===== config.mk =====
export PLATFORM = sky130hd
export DESIGN_NAME = layer_seq
export DESIGN_NICKNAME = d
export VERILOG_FILES = /design/src/rtl/layer_seq.sv
export SDC_FILE = /design/constraint.sdc
export NUM_CORES = 1
export LEC_CHECK = 0
export BUFFER_PORTS_ARGS = -buffer_cell sky130_fd_sc_hd__clkbuf_2
export CAP_MARGIN = 20
export CORE_ASPECT_RATIO = 1.4
export CORE_MARGIN = 2
export CORE_UTILIZATION = 25
export CTS_BUF_LIST = sky130_fd_sc_hd__clkbuf_4 sky130_fd_sc_hd__clkbuf_8 sky130_fd_sc_hd__clkbuf_16
export CTS_CLUSTER_DIAMETER = 200
export DETAILED_ROUTE_END_ITERATION = 12
export PLACE_DENSITY = 0.48
export SLEW_MARGIN = 15
export SYNTH_ARGS = -nofsm -noshare
export SYNTH_HDL_FRONTEND = slang
export SYNTH_SLANG_ARGS = --single-unit

===== constraint.sdc =====
create_clock -name clk -period 3.9 [get_ports clk]
set_input_delay 0.585 -clock clk [delete_from_list [all_inputs] [get_ports clk]]
set_output_delay 0.585 -clock clk [all_outputs]
set_load 0.03 [all_outputs]

===== src/rtl/layer_seq.sv =====
// Layer sequencer: walks up to NL layer descriptors, driving the datapath
// through bias load, weight load and run phases, with a one-cycle gap
// between layers so downstream control can re-initialise.
// Optional build macro LAYER_SEQ_PERF_EN adds a saturating busy-cycle
// counter output cyc_cnt.
module layer_seq #(
  parameter int NL = 4,
  localparam int LW = $clog2(NL)
) (
  input  logic          clk,
  input  logic          rst_n,
  input  logic          cfg_we,
  input  logic [LW-1:0] cfg_layer,
  input  logic [1:0]    cfg_field,
  input  logic [31:0]   cfg_wdata,
  input  logic [LW:0]   num_layers,
  input  logic          start,
  input  logic          abort,
  input  logic          src_valid,
  input  logic          src_ready,
  input  logic          run_done,
  output logic          bwrite,
  output logic          wwrite,
  output logic          run,
  output logic [LW-1:0] layer,
  output logic [63:0]   geom,
  output logic          busy,
  output logic          done
`ifdef LAYER_SEQ_PERF_EN
  ,
  output logic [31:0]   cyc_cnt
`endif
);

  typedef enum logic [2:0] {S_IDLE, S_BIAS, S_WGT, S_RUN, S_GAP} state_t;

  localparam logic [LW:0] NL_CNT = (LW+1)'(NL);

  // Descriptor storage
  logic [11:0] bias_mem [NL];
  logic [15:0] wgt_mem  [NL];
  logic [63:0] geom_mem [NL];

  state_t        state, state_n;
  logic [LW:0]   lay_cnt, lay_cnt_n, eff_cnt;
  logic [LW-1:0] layer_n, layer_inc;
  logic [15:0]   beat_cnt, beat_n, bias_last, wgt_last;
  logic [63:0]   geom_n;
  logic          done_n, beat, start_acc, cfg_acc;

  assign beat      = src_valid & src_ready;
  assign eff_cnt   = (num_layers > NL_CNT) ? NL_CNT : num_layers;
  assign start_acc = (state == S_IDLE) && !busy && start && (eff_cnt != '0);
  // busy also covers the done cycle, so this only opens once fully idle
  assign cfg_acc   = cfg_we && !busy && (state == S_IDLE);
  assign layer_inc = layer + LW'(1);
  assign bias_last = {4'h0, bias_mem[layer]} - 16'd1;
  assign wgt_last  = wgt_mem[layer] - 16'd1;

  // First phase of a layer skips any load whose count is zero
  function automatic state_t entry_state(input logic [11:0] b, input logic [15:0] w);
    if (b != 12'd0) return S_BIAS;
    if (w != 16'd0) return S_WGT;
    return S_RUN;
  endfunction

  // Descriptor writes, accepted only while the sequencer is idle
  always_ff @(posedge clk or negedge rst_n) begin
    if (!rst_n) begin
      // NOTE: the descriptor table is small and must read as zero after
      // reset, so it is built from resettable flops rather than a RAM.
      for (int i = 0; i < NL; i++) begin
        bias_mem[i] <= '0;
        wgt_mem[i]  <= '0;
        geom_mem[i] <= '0;
      end
    end else if (cfg_acc) begin
      case (cfg_field)
        2'd0: bias_mem[cfg_layer]        <= cfg_wdata[11:0];
        2'd1: wgt_mem[cfg_layer]         <= cfg_wdata[15:0];
        2'd2: geom_mem[cfg_layer][31:0]  <= cfg_wdata;
        2'd3: geom_mem[cfg_layer][63:32] <= cfg_wdata;
      endcase
    end
  end

  // Next-state and next-value decode for the sequencer
  always_comb begin
    // NOTE: every variable gets a default first so no path leaves it
    // unassigned, which would otherwise infer a latch.
    state_n   = state;
    layer_n   = layer;
    lay_cnt_n = lay_cnt;
    beat_n    = beat_cnt;
    geom_n    = geom;
    done_n    = 1'b0;
    case (state)
      S_IDLE: if (start_acc) begin
        state_n   = entry_state(bias_mem[0], wgt_mem[0]);
        layer_n   = '0;
        geom_n    = geom_mem[0];
        lay_cnt_n = eff_cnt;
        beat_n    = '0;
      end
      S_BIAS: if (beat) begin
        if (beat_cnt == bias_last) begin
          beat_n  = '0;
          state_n = (wgt_mem[layer] != 16'd0) ? S_WGT : S_RUN;
        end else begin
          beat_n = beat_cnt + 16'd1;
        end
      end
      S_WGT: if (beat) begin
        if (beat_cnt == wgt_last) begin
          beat_n  = '0;
          state_n = S_RUN;
        end else begin
          beat_n = beat_cnt + 16'd1;
        end
      end
      S_RUN: if (run_done) state_n = S_GAP;
      S_GAP: begin
        if ({1'b0, layer} == lay_cnt - (LW+1)'(1)) begin
          state_n = S_IDLE;
          done_n  = 1'b1;
        end else begin
          layer_n = layer_inc;
          geom_n  = geom_mem[layer_inc];
          state_n = entry_state(bias_mem[layer_inc], wgt_mem[layer_inc]);
        end
      end
      default: state_n = S_IDLE;
    endcase
    // Abort wins over beats and run_done, and never advances the layer
    if (abort && (state != S_IDLE)) begin
      state_n = S_IDLE;
      layer_n = layer;
      geom_n  = geom;
      beat_n  = '0;
      done_n  = 1'b0;
    end
  end

  // Sequencer state and registered outputs
  always_ff @(posedge clk or negedge rst_n) begin
    if (!rst_n) begin
      state    <= S_IDLE;
      layer    <= '0;
      lay_cnt  <= '0;
      beat_cnt <= '0;
      geom     <= '0;
      bwrite   <= 1'b0;
      wwrite   <= 1'b0;
      run      <= 1'b0;
      busy     <= 1'b0;
      done     <= 1'b0;
    end else begin
      // NOTE: sequential state uses non-blocking assignment so all flops
      // sample pre-edge values regardless of statement order.
      state    <= state_n;
      layer    <= layer_n;
      lay_cnt  <= lay_cnt_n;
      beat_cnt <= beat_n;
      geom     <= geom_n;
      bwrite   <= (state_n == S_BIAS);
      wwrite   <= (state_n == S_WGT);
      run      <= (state_n == S_RUN);
      busy     <= (state_n != S_IDLE) || done_n;
      done     <= done_n;
    end
  end

`ifdef LAYER_SEQ_PERF_EN
  // Busy-cycle counter: cleared on start, saturating, frozen when idle
  always_ff @(posedge clk or negedge rst_n) begin
    if (!rst_n) begin
      cyc_cnt <= '0;
    end else if (start_acc) begin
      cyc_cnt <= '0;
    end else if (busy && (cyc_cnt != 32'hFFFF_FFFF)) begin
      cyc_cnt <= cyc_cnt + 32'd1;
    end
  end
`endif

endmodule


# After elaboration in Yosys (flattened, before gate mapping)

Index checks and enable logic that the tools add are counted.

Flip-flop bits (word level): 461
Output and inout port bits: 71
Word-level logic and storage cells: 160

Add/subtract/negate cells: 5
Magnitude comparators: 5
Equality and inequality tests: 18
Muxes and demuxes: 77
Bitwise logic cells: 5
Reductions and logical operators: 28

Operators by type and width:

| cell                    | number |
|---|---|
| $bwmux W256             | 2 |
| $pmux W256 S2           | 1 |
| $mux W64                | 5 |
| $demux W64 S2           | 2 |
| $mux W16                | 11 |
| $bmux W64 S2            | 1 |
| $pmux W64 S2            | 1 |
| $bmux W16 S2            | 2 |
| $bwmux W64              | 1 |
| $mux W12                | 5 |
| $mux W3                 | 17 |
| $bmux W12 S2            | 2 |
| $bwmux W48              | 1 |
| $pmux W16 S3            | 1 |
| $reduce_bool A16 Y1     | 3 |
| $demux W16 S2           | 1 |
| $eq A16 B16 Y1          | 2 |
| $mux W32                | 1 |
| $demux W12 S2           | 1 |
| $reduce_bool A12 Y1     | 2 |
| $mux W1                 | 18 |
| $add A16 B1 Y16 const B | 1 |
| $sub A16 B1 Y16 const B | 1 |
| $pmux W3 S5             | 1 |
| other kinds (30)        | 55 |

# Longest topological paths before layout

Gate-level depths: netlist (run 1).

Depth after elaboration: 19
Depth in mapped cells: 16
Mapped depth without buffers: 13

# Worst setup path before layout (run 1)

Ideal clock, no wire load.

Path type: reg2reg
Start point: reg layer[1]
End point: reg busy
Setup time: 0.132 ns
Arrival: 3.859 ns
Data required time: 3.768 ns
Setup slack: -0.091 ns
Cell stages (with the launch flop): 14
Path buffers: 3
Cell sequence: dfrtp_1 > buf_2 > buf_2 > buf_2 > mux4_2 > or2_2 > or4_4 > mux2_4 > mux2i_1 > o22ai_1 > and4b_4 > nand2_1 > a31o_2 > or3b_1

Longest elaborated chain between the ends: 17

RTL lines:

| what                                        | line | text |
|---|---|---|
| start, declared                             | 25   | `output logic [LW-1:0] layer,` |
| start signal, assigned                      | 161  | `layer <= layer_n;` |
| $add A2 B1 Y2                               | 56   | `assign layer_inc = layer + LW'(1);` |
| $not A2 Y3 (not written as such)            | 129  | `state_n = entry_state(bias_mem[layer_inc], wgt_mem[layer_inc]);` |
| $bmux W16 S2                                | 129  |  |
| $mux W16 (not written as such) (2 in a row) | 129  |  |
| $reduce_bool A16 Y1                         | 63   | `if (w != 16'd0) return S_WGT;` |
| $mux W1 (2 in a row)                        | 63   |  |
| $mux W1                                     | 123  | `if ({1'b0, layer} == lay_cnt - (LW+1)'(1)) begin` |
| $mux W1                                     | 97   | `case (state)` |
| $mux W3                                     | 64   | `return S_RUN;` |
| $mux W3                                     | 63   |  |
| $mux W3                                     | 123  |  |
| $pmux W3 S5                                 | 97   |  |
| $mux W3                                     | 135  | `if (abort && (state != S_IDLE)) begin` |
| $reduce_bool A3 Y1                          | 168  | `busy <= (state_n != S_IDLE) \|\| done_n;` |
| $logic_or A1 B1 Y1 (*)                      | 168  |  |
| end signal, assigned                        | 168  |  |
| end, declared                               | 27   | `output logic busy,` |

Every way passes the cells marked *; elsewhere a longest branch is shown, timed or not. The select of a mux whose other input is x is not followed.
A chain may end at the register's enable or synchronous reset.

# Worst setup path after layout (run 1)

Start point: reg layer[0]
End point: reg wwrite

Longest elaborated chain between the ends: 16

RTL lines:

| what                                        | line | text |
|---|---|---|
| $add A2 B1 Y2                               | 56   |  |
| $not A2 Y3 (not written as such)            | 129  |  |
| $bmux W16 S2                                | 129  |  |
| $mux W16 (not written as such) (2 in a row) | 129  |  |
| $reduce_bool A16 Y1                         | 63   |  |
| $mux W1 (2 in a row)                        | 63   |  |
| $mux W1                                     | 123  |  |
| $mux W1                                     | 97   |  |
| $mux W3                                     | 64   |  |
| $mux W3                                     | 63   |  |
| $mux W3                                     | 123  |  |
| $pmux W3 S5 (*)                             | 97   |  |
| $mux W3 (*)                                 | 135  |  |
| $eq A3 B2 Y1 (*)                            | 166  | `wwrite <= (state_n == S_WGT);` |
| end signal, assigned                        | 166  |  |
| end, declared                               | 23   | `output logic wwrite,` |

Marked as above.

==> flow_summary.yaml, run 1 <==
pwr:
  peakVddDrop_mv: 0.386
  p_seq_share_pct: 39.4
  power_leakage_nw: 11.3
  p_comb_share_pct: 37.8
  power.switching_w: 0.00765
  p_per_area_nw_per_um2: 845
  internal_power_w: 0.0139
  p_clk_share_pct: 22.8
  power_w: 0.0216
  swShare_pct: 35.5
cts:
  ctsLongestPathBuffers: 3
  clock_latency_ns: 0.60
  numCtsBuffers: 51
  h-tree-depth: 2
  hold_buffers: 0
  cts_tree: "done"
  clock-root-buffer: "clkbuf_16"
  clk_pin_slew_worst_paths_ns: 0.07
  cts.sinks: 461
global_route:
  grt_pass1_vias: 15183
  busiest_layer: "met2"
  use_met2_pct: 24.9
  grt_overflow: 0
  grt_use_total_pct: 14.0
  grt_use_met1_pct: 16.8
  grt_pass1_wl_um: 94700
  grt_max_degree: 130
  antenna_found_initial: 1
  met3_usage_pct: 2.49
placed_design:
  place_congestion: 0.830
  dp_cells: 2899
  port_buffers: 117
  hpwl_um: 39600
timing:
  layout_worst_path_cycle_share_pct: 97.9
  tightest_slew_ns: 1.06
  max_slew_margin_pct: 29.4
  rsz0062_at_grt: "true"
  fin_crit_ns: 3.82
  hold-worst-slack_ns: 0.0846
  skew_ns: 0.0263
  drv_slew: 0
  max_freq_mhz: 262
  fin_setup_tns_ns: 0
  setup-violations-final: 0
  hold_viol: 0
hold_path:
  hold_path_class: "in -> async"
cells_and_area:
  final_common_cell: "dfrtp_1"
  most-common-layout-cells: "dfrtp_1, mux2_2, clkbuf_2"
  drive_above_1_share_pct: 38.3
  area_growth_pct: 19.0
  final_util_pct: 29.9
  nets: 1920
  stdcell_count: 3009
routing:
  wirelength_um: 62300
  drc: 0
  drtPass1Iterations: 5
  wl_per_cell_um: 20.7
  via_per_inst: 4.80
  antenna_left: 0
  drt_iter0_drc: 810
  vias: 14453
yosys:
  ys_dominant_reg_cell: "dfrtp_1"
  yosys_warnings: 0
  synth_edf_count: 0
  syn_avg_cell_area_sq_um: 12.3
  syn_nets: 1790
  synth_seq_cells: 461
  async_reset_ff_share_pct: 100
  synth_cells: 1739
  syn_area_sq_um: 21400
  synth-seq-area-share_pct: 53.8
  synth_cell_types: 67
setup_path:
  cp-start-kind: "flop"
  crit_path_frequent_cell: "buf_4"
  r2r-start: "layer[0]"
  critPathKind: "reg -> reg"
  arrival_ns: 4.29
  crit_slowest_cell: "or4b_4"
  critical_path.cell_chain: "buf_4 -> buf_4 -> mux4_2 -> or3_4 -> or4b_4 -> o41ai_4 -> o211ai_1 -> and4b_4 -> nand2_1 -> a31o_2 -> buf_4 -> and2_1"
  crit_start: "layer[0]"
  worst_setup_path_end_kind: "flop"
  max_stage_delay_ns: 0.57
  cp_data_required_time_ns: 4.37
  worstPathMaxFanout: 7
  reg2reg_depth: 12
  r2r_slack_ns: 0.08
  reg2reg_to: "wwrite"
die:
  start_util_pct: 25.1
  io_pins: 118
  fp-row-count: 127
  die_h_um: 351
  die-area_sq_um: 88200
  die_x_um: 252
  core-area_sq_um: 85300
outcome:
  status: "complete, no violations"
flow_run:
  maxCapViolations: 0
how the worst max path moves through the flow:
| stage | cells after the start | to | slack (ns) |
|---|---|---|---|
| 6_report | 12 | wwrite | 0.08 |
| 5_1_grt | 14 | wwrite | -0.05 |
| 4_1_cts | 11 | wwrite | 0.02 |
| 3_5_place_dp | 12 | beat_cnt[7] | -0.07 |
| 3_3_place_gp | 12 | beat_cnt[8] | -0.05 |
| 2_1_floorplan | 13 | busy | 0.03 |
power groups by stage:
stage          clock [W]  sequential (W)  combinational, W
2_1_floorplan          0         0.00876           0.00508
3_3_place_gp           0         0.00849           0.00788
3_5_place_dp           0         0.00859           0.00804
4_1_cts          0.00507         0.00851           0.00809
5_1_grt          0.00527         0.00878           0.00897
6_report         0.00492         0.00850           0.00815
metrics by stage:
step | cell area [sq um] | setup WS (ns)
after floorplan | 21400 | 0.0294
after global placement | 23600 | -0.0505
after detailed placement | 23600 | -0.0701
after CTS | 25400 | 0.0230
after global routing | 25500 | -0.0521
final | 25500 | 0.0824
critical path: cells and delay by family (launching register included):
kind | cells | cell delay [ns]
DFF | 1 | 0.53
and+or+nand+nor | 5 | 1.59
muxes | 1 | 0.44
buffers and inverters | 3 | 0.43
AOI/OAI and AO/OA | 3 | 0.73
routing by layer:
metal	share of wire (%)	routed length [um]
met5	0.022	14
met1	41	25800
met2	51	31500
met4	3.6	2260
met3	4.3	2700
logic make-up after synthesis:
| logic type | Yosys count | share of synthesized area, % |
|---|---|---|
| AO/OA/AOI/OAI | 270 | 7.77 |
| XOR/XNOR | 39 | 1.59 |
| adder cells (fa/ha/maj) | 6 | 0.327 |
| buffers and inverters | 147 | 2.78 |
| flip-flops | 461 | 53.8 |
| multiplexers | 480 | 26.2 |
| AND/OR/NAND/NOR | 336 | 7.49 |
synthesized netlist by cell type, types with 2 or more instances:
| library cell | instances | share of area, % |
|---|---|---|
| nand3_1 | 17 | 0.40 |
| o32ai_1 | 3 | 0.12 |
| mux2_1 | 3 | 0.16 |
| or4_4 | 2 | 0.11 |
| o21ai_1 | 6 | 0.14 |
| o22ai_1 | 3 | 0.088 |
| nor4_1 | 25 | 0.73 |
| mux4_2 | 28 | 2.9 |
| and2_1 | 2 | 0.058 |
| a31oi_1 | 3 | 0.088 |
| buf_6 | 3 | 0.16 |
| a31o_2 | 2 | 0.082 |
| or2_2 | 3 | 0.088 |
| inv_1 | 20 | 0.35 |
| o21ai_0 | 79 | 1.8 |
| nor3b_1 | 5 | 0.18 |
| a21oi_2 | 5 | 0.20 |
| ha_1 | 4 | 0.23 |
| dfrtp_1 | 461 | 54 |
| nand4_1 | 8 | 0.23 |
| a21o_1 | 2 | 0.070 |
| nor3_1 | 22 | 0.51 |
| and4_1 | 2 | 0.082 |
| maj3_1 | 2 | 0.093 |
| nor2b_1 | 10 | 0.29 |
| clkbuf_1 | 91 | 1.6 |
| or4_1 | 6 | 0.21 |
| a22oi_1 | 64 | 2.2 |
| xor2_1 | 15 | 0.61 |
| a21oi_1 | 76 | 1.8 |
| nand2b_1 | 2 | 0.058 |
| xnor2_1 | 24 | 0.98 |
| or3_1 | 3 | 0.088 |
| buf_2 | 5 | 0.12 |
| mux2i_1 | 77 | 3.6 |
| o211ai_1 | 4 | 0.14 |
| a311oi_1 | 2 | 0.082 |
| buf_1 | 27 | 0.47 |
| nand3b_1 | 11 | 0.39 |
| a22o_1 | 6 | 0.25 |
| mux2_2 | 371 | 19 |
| nand2_1 | 107 | 1.9 |
| and3_1 | 9 | 0.26 |
| nor2_1 | 96 | 1.7 |
sequential cells by signal (all words and copies together) (netlist names):
| register | cells |
|---|---|
| geom_mem | 256 |
| geom | 64 |
| wgt_mem | 64 |
| bias_mem | 48 |
| beat_cnt | 16 |
| lay_cnt | 3 |
| state | 3 |
| layer | 2 |
| busy | 1 |
| bwrite | 1 |
| done | 1 |
| run | 1 |
| wwrite | 1 |
layout make-up:
class	instances	area, sq um
clock inverter	11	98.8
clock buffer	84	1650
multi-input combinational	1132	9410
tap	1096	1370
fill	8509	59800
inverter	20	75.1
antenna	2	5.00
sequential	461	11500
timing repair buffer	203	1370
timing repair:
action,in CTS,in global routing
setup endpoints to repair,10,21
cloned,0,1
buffers inserted,3,9
pin swaps,1,5
gates resized for setup,0,13
Note: power is estimated with default switching activity, not from simulation.
==> inputs of run 2 (changes only) <==
Settings changed: CORE_MARGIN 2 to 4.
==> run 2 against run 1 <==
Compared with the run above:
- hold slack got worse by 0.040 ns
- clock power decreased by 3%
- design area increased by 0.18%
- global-route usage decreased by 0.42 points
- power decreased by 0.11%
- sequential power about the same
- core utilization increased by 0.29 points
- first-iteration DRC count increased by 1.2%
- sequential share of layout area decreased by 0.080 points
- critical endpoint is now beat_cnt[8]
- largest power group unchanged
==> flow_summary.yaml, run 2 (synthesis results as in run 1) <==
timing:
  layout_worst_path_cycle_share_pct: 98.6
  hold_viol: 0
  drv_slew: 0
  fin_crit_ns: 3.85
  fin_setup_tns_ns: 0
  skew_ns: 0.0291
  rsz0062_at_grt: "true"
  max_slew_margin_pct: 35.1
  tightest_slew_ns: 0.973
  hold-worst-slack_ns: 0.0441
  max_freq_mhz: 260
  setup-violations-final: 0
  timing.final.ws_setup_ns: 0.0535
setup_path:
  crit_slowest_cell: "or4_4"
  critPathTopFamily: "simple AND/OR/NAND/NOR gates"
  crit_path_frequent_cell: "buf_6"
  r2r-start: "layer[0]"
  cp_data_required_time_ns: 4.41
  arrival_ns: 4.35
  worstPathMaxFanout: 7
  r2r_slack_ns: 0.05
  critical_path.cell_chain: "buf_6 -> buf_6 -> mux4_2 -> or3_4 -> buf_6 -> or4_4 -> mux2_4 -> mux2i_1 -> o22ai_1 -> and4b_4 -> o21ai_4 -> buf_12 -> or2b_1 -> a21oi_1"
  reg2reg_depth: 14
  max_stage_delay_ns: 0.55
  reg2reg_to: "beat_cnt[8]"
  critPathKind: "reg -> reg"
  worst_setup_path_end_kind: "flop"
  crit_buf_inv: 4
  cp-start-kind: "flop"
global_route:
  grt_overflow: 0
  grt_max_degree: 130
  grt_use_total_pct: 13.6
  antenna_found_initial: 3
  grt_pass1_vias: 15362
  grt_pass1_wl_um: 96600
cells_and_area:
  largest_reg_flops: 256
  nets: 1928
  reg_top3: "geom_mem x256, geom x64, wgt_mem x64"
  most-common-layout-cells: "dfrtp_1, mux2_2, clkbuf_2"
  design_area_sq_um: 25600
  final_common_cell: "dfrtp_1"
  regMostFlops: "geom_mem"
  drive_above_1_share_pct: 38.4
  area_growth_pct: 19.2
  stdcell_count: 3003
  fill_cells: 8568
routing:
  vias: 14598
  via_per_inst: 4.86
  wl_per_cell_um: 21.0
  drtPass1Iterations: 5
  wirelength_um: 63000
  drt_iter0_drc: 820
  antenna_left: 0
  drc: 0
cts:
  cts.sinks: 461
  clk_pin_slew_worst_paths_ns: 0.06
  h-tree-depth: 2
  hold_buffers: 0
  clock-root-buffer: "clkbuf_16"
  cts_tree: "done"
  clock_latency_ns: 0.60
  numCtsBuffers: 51
  ctsLongestPathBuffers: 3
hold_path:
  hold_path_class: "in -> async"
outcome:
  status: "complete, no violations"
placed_design:
  hpwl_um: 40800
  place_congestion: 0.882
  postPlaceCellArea_sq_um: 23600
  dp_cells: 2889
  preCtsSetupSlack_ns: -0.114
  port_buffers: 117
die:
  core-area_sq_um: 84700
  start_util_pct: 25.3
  die_h_um: 355
  fp-row-count: 126
  io_pins: 118
  die_x_um: 256
  die-area_sq_um: 90600
pwr:
  p_per_area_nw_per_um2: 843
  power_leakage_nw: 11.3
  peakVddDrop_mv: 0.414
flow_run:
  maxCapViolations: 0
-- run 2: how the worst max path moves through the flow --
stage / from / cells past startpoint / endpoint / slack [ns]
finish: layer[0] / 14 / beat_cnt[8] / 0.05
global route: layer[0] / 14 / beat_cnt[8] / -0.04
CTS: layer[1] / 14 / beat_cnt[13] / 0.009
detailed placement: layer[0] / 14 / beat_cnt[13] / -0.11
global placement: layer[0] / 12 / beat_cnt[8] / 0.02
floorplan: layer[0] / 13 / busy / 0.03
-- run 2: worst register-to-register path: cells and delay by family (launching register included) --
kind            cells  cell delay, ns
simple gates        4            1.40
mux                 3            0.89
buf+inv             4            0.55
flops               1            0.50
compound gates      3            0.44
-- run 2: per-layer routing --
layer	routed length, um	GRT usage, %	part of all wire (%)	up-vias
met5	0	0	0	-
met4	1490	3.82	2.4	0
met3	2300	2.01	3.6	78
met2	32400	24.7	51	277
met1	26800	16.7	43	7678
li1	-	-	-	6565
-- run 2: what timing repair did --
item / CTS / global route
endpoints found under the setup margin: 7 / 16
setup buffers: 7 / 15
pin swaps: 0 / 10
resized for setup: 1 / 18
gates cloned: 0 / 1
-- run 2: per-stage QoR --
step / utilization [%] / power, W
2_1_floorplan: - / 0.0138
3_3_place_gp: 27.9 / 0.0163
3_5_place_dp: 27.9 / 0.0166
4_1_cts: 29.9 / 0.0216
5_1_grt: 30.2 / 0.0230
6_report: 30.2 / 0.0215
-- run 2: where the power goes --
part           internal, W  switching, W
logic              0.00400       0.00426
registers          0.00706       0.00147
clock network      0.00276       0.00199
-- run 2: cell type report --
type | count | area, sq um | area share (%)
Clock inverter | 15 | 160 | 0.626
Tap cell | 1088 | 1360 | 5.32
Timing Repair Buffer | 212 | 1500 | 5.86
Multi-Input combinational cell | 1131 | 9410 | 36.8
Inverter | 20 | 75.1 | 0.294
Clock buffer | 73 | 1510 | 5.91
Sequential cell | 461 | 11500 | 45.1
Antenna cell | 3 | 7.51 | 0.0294
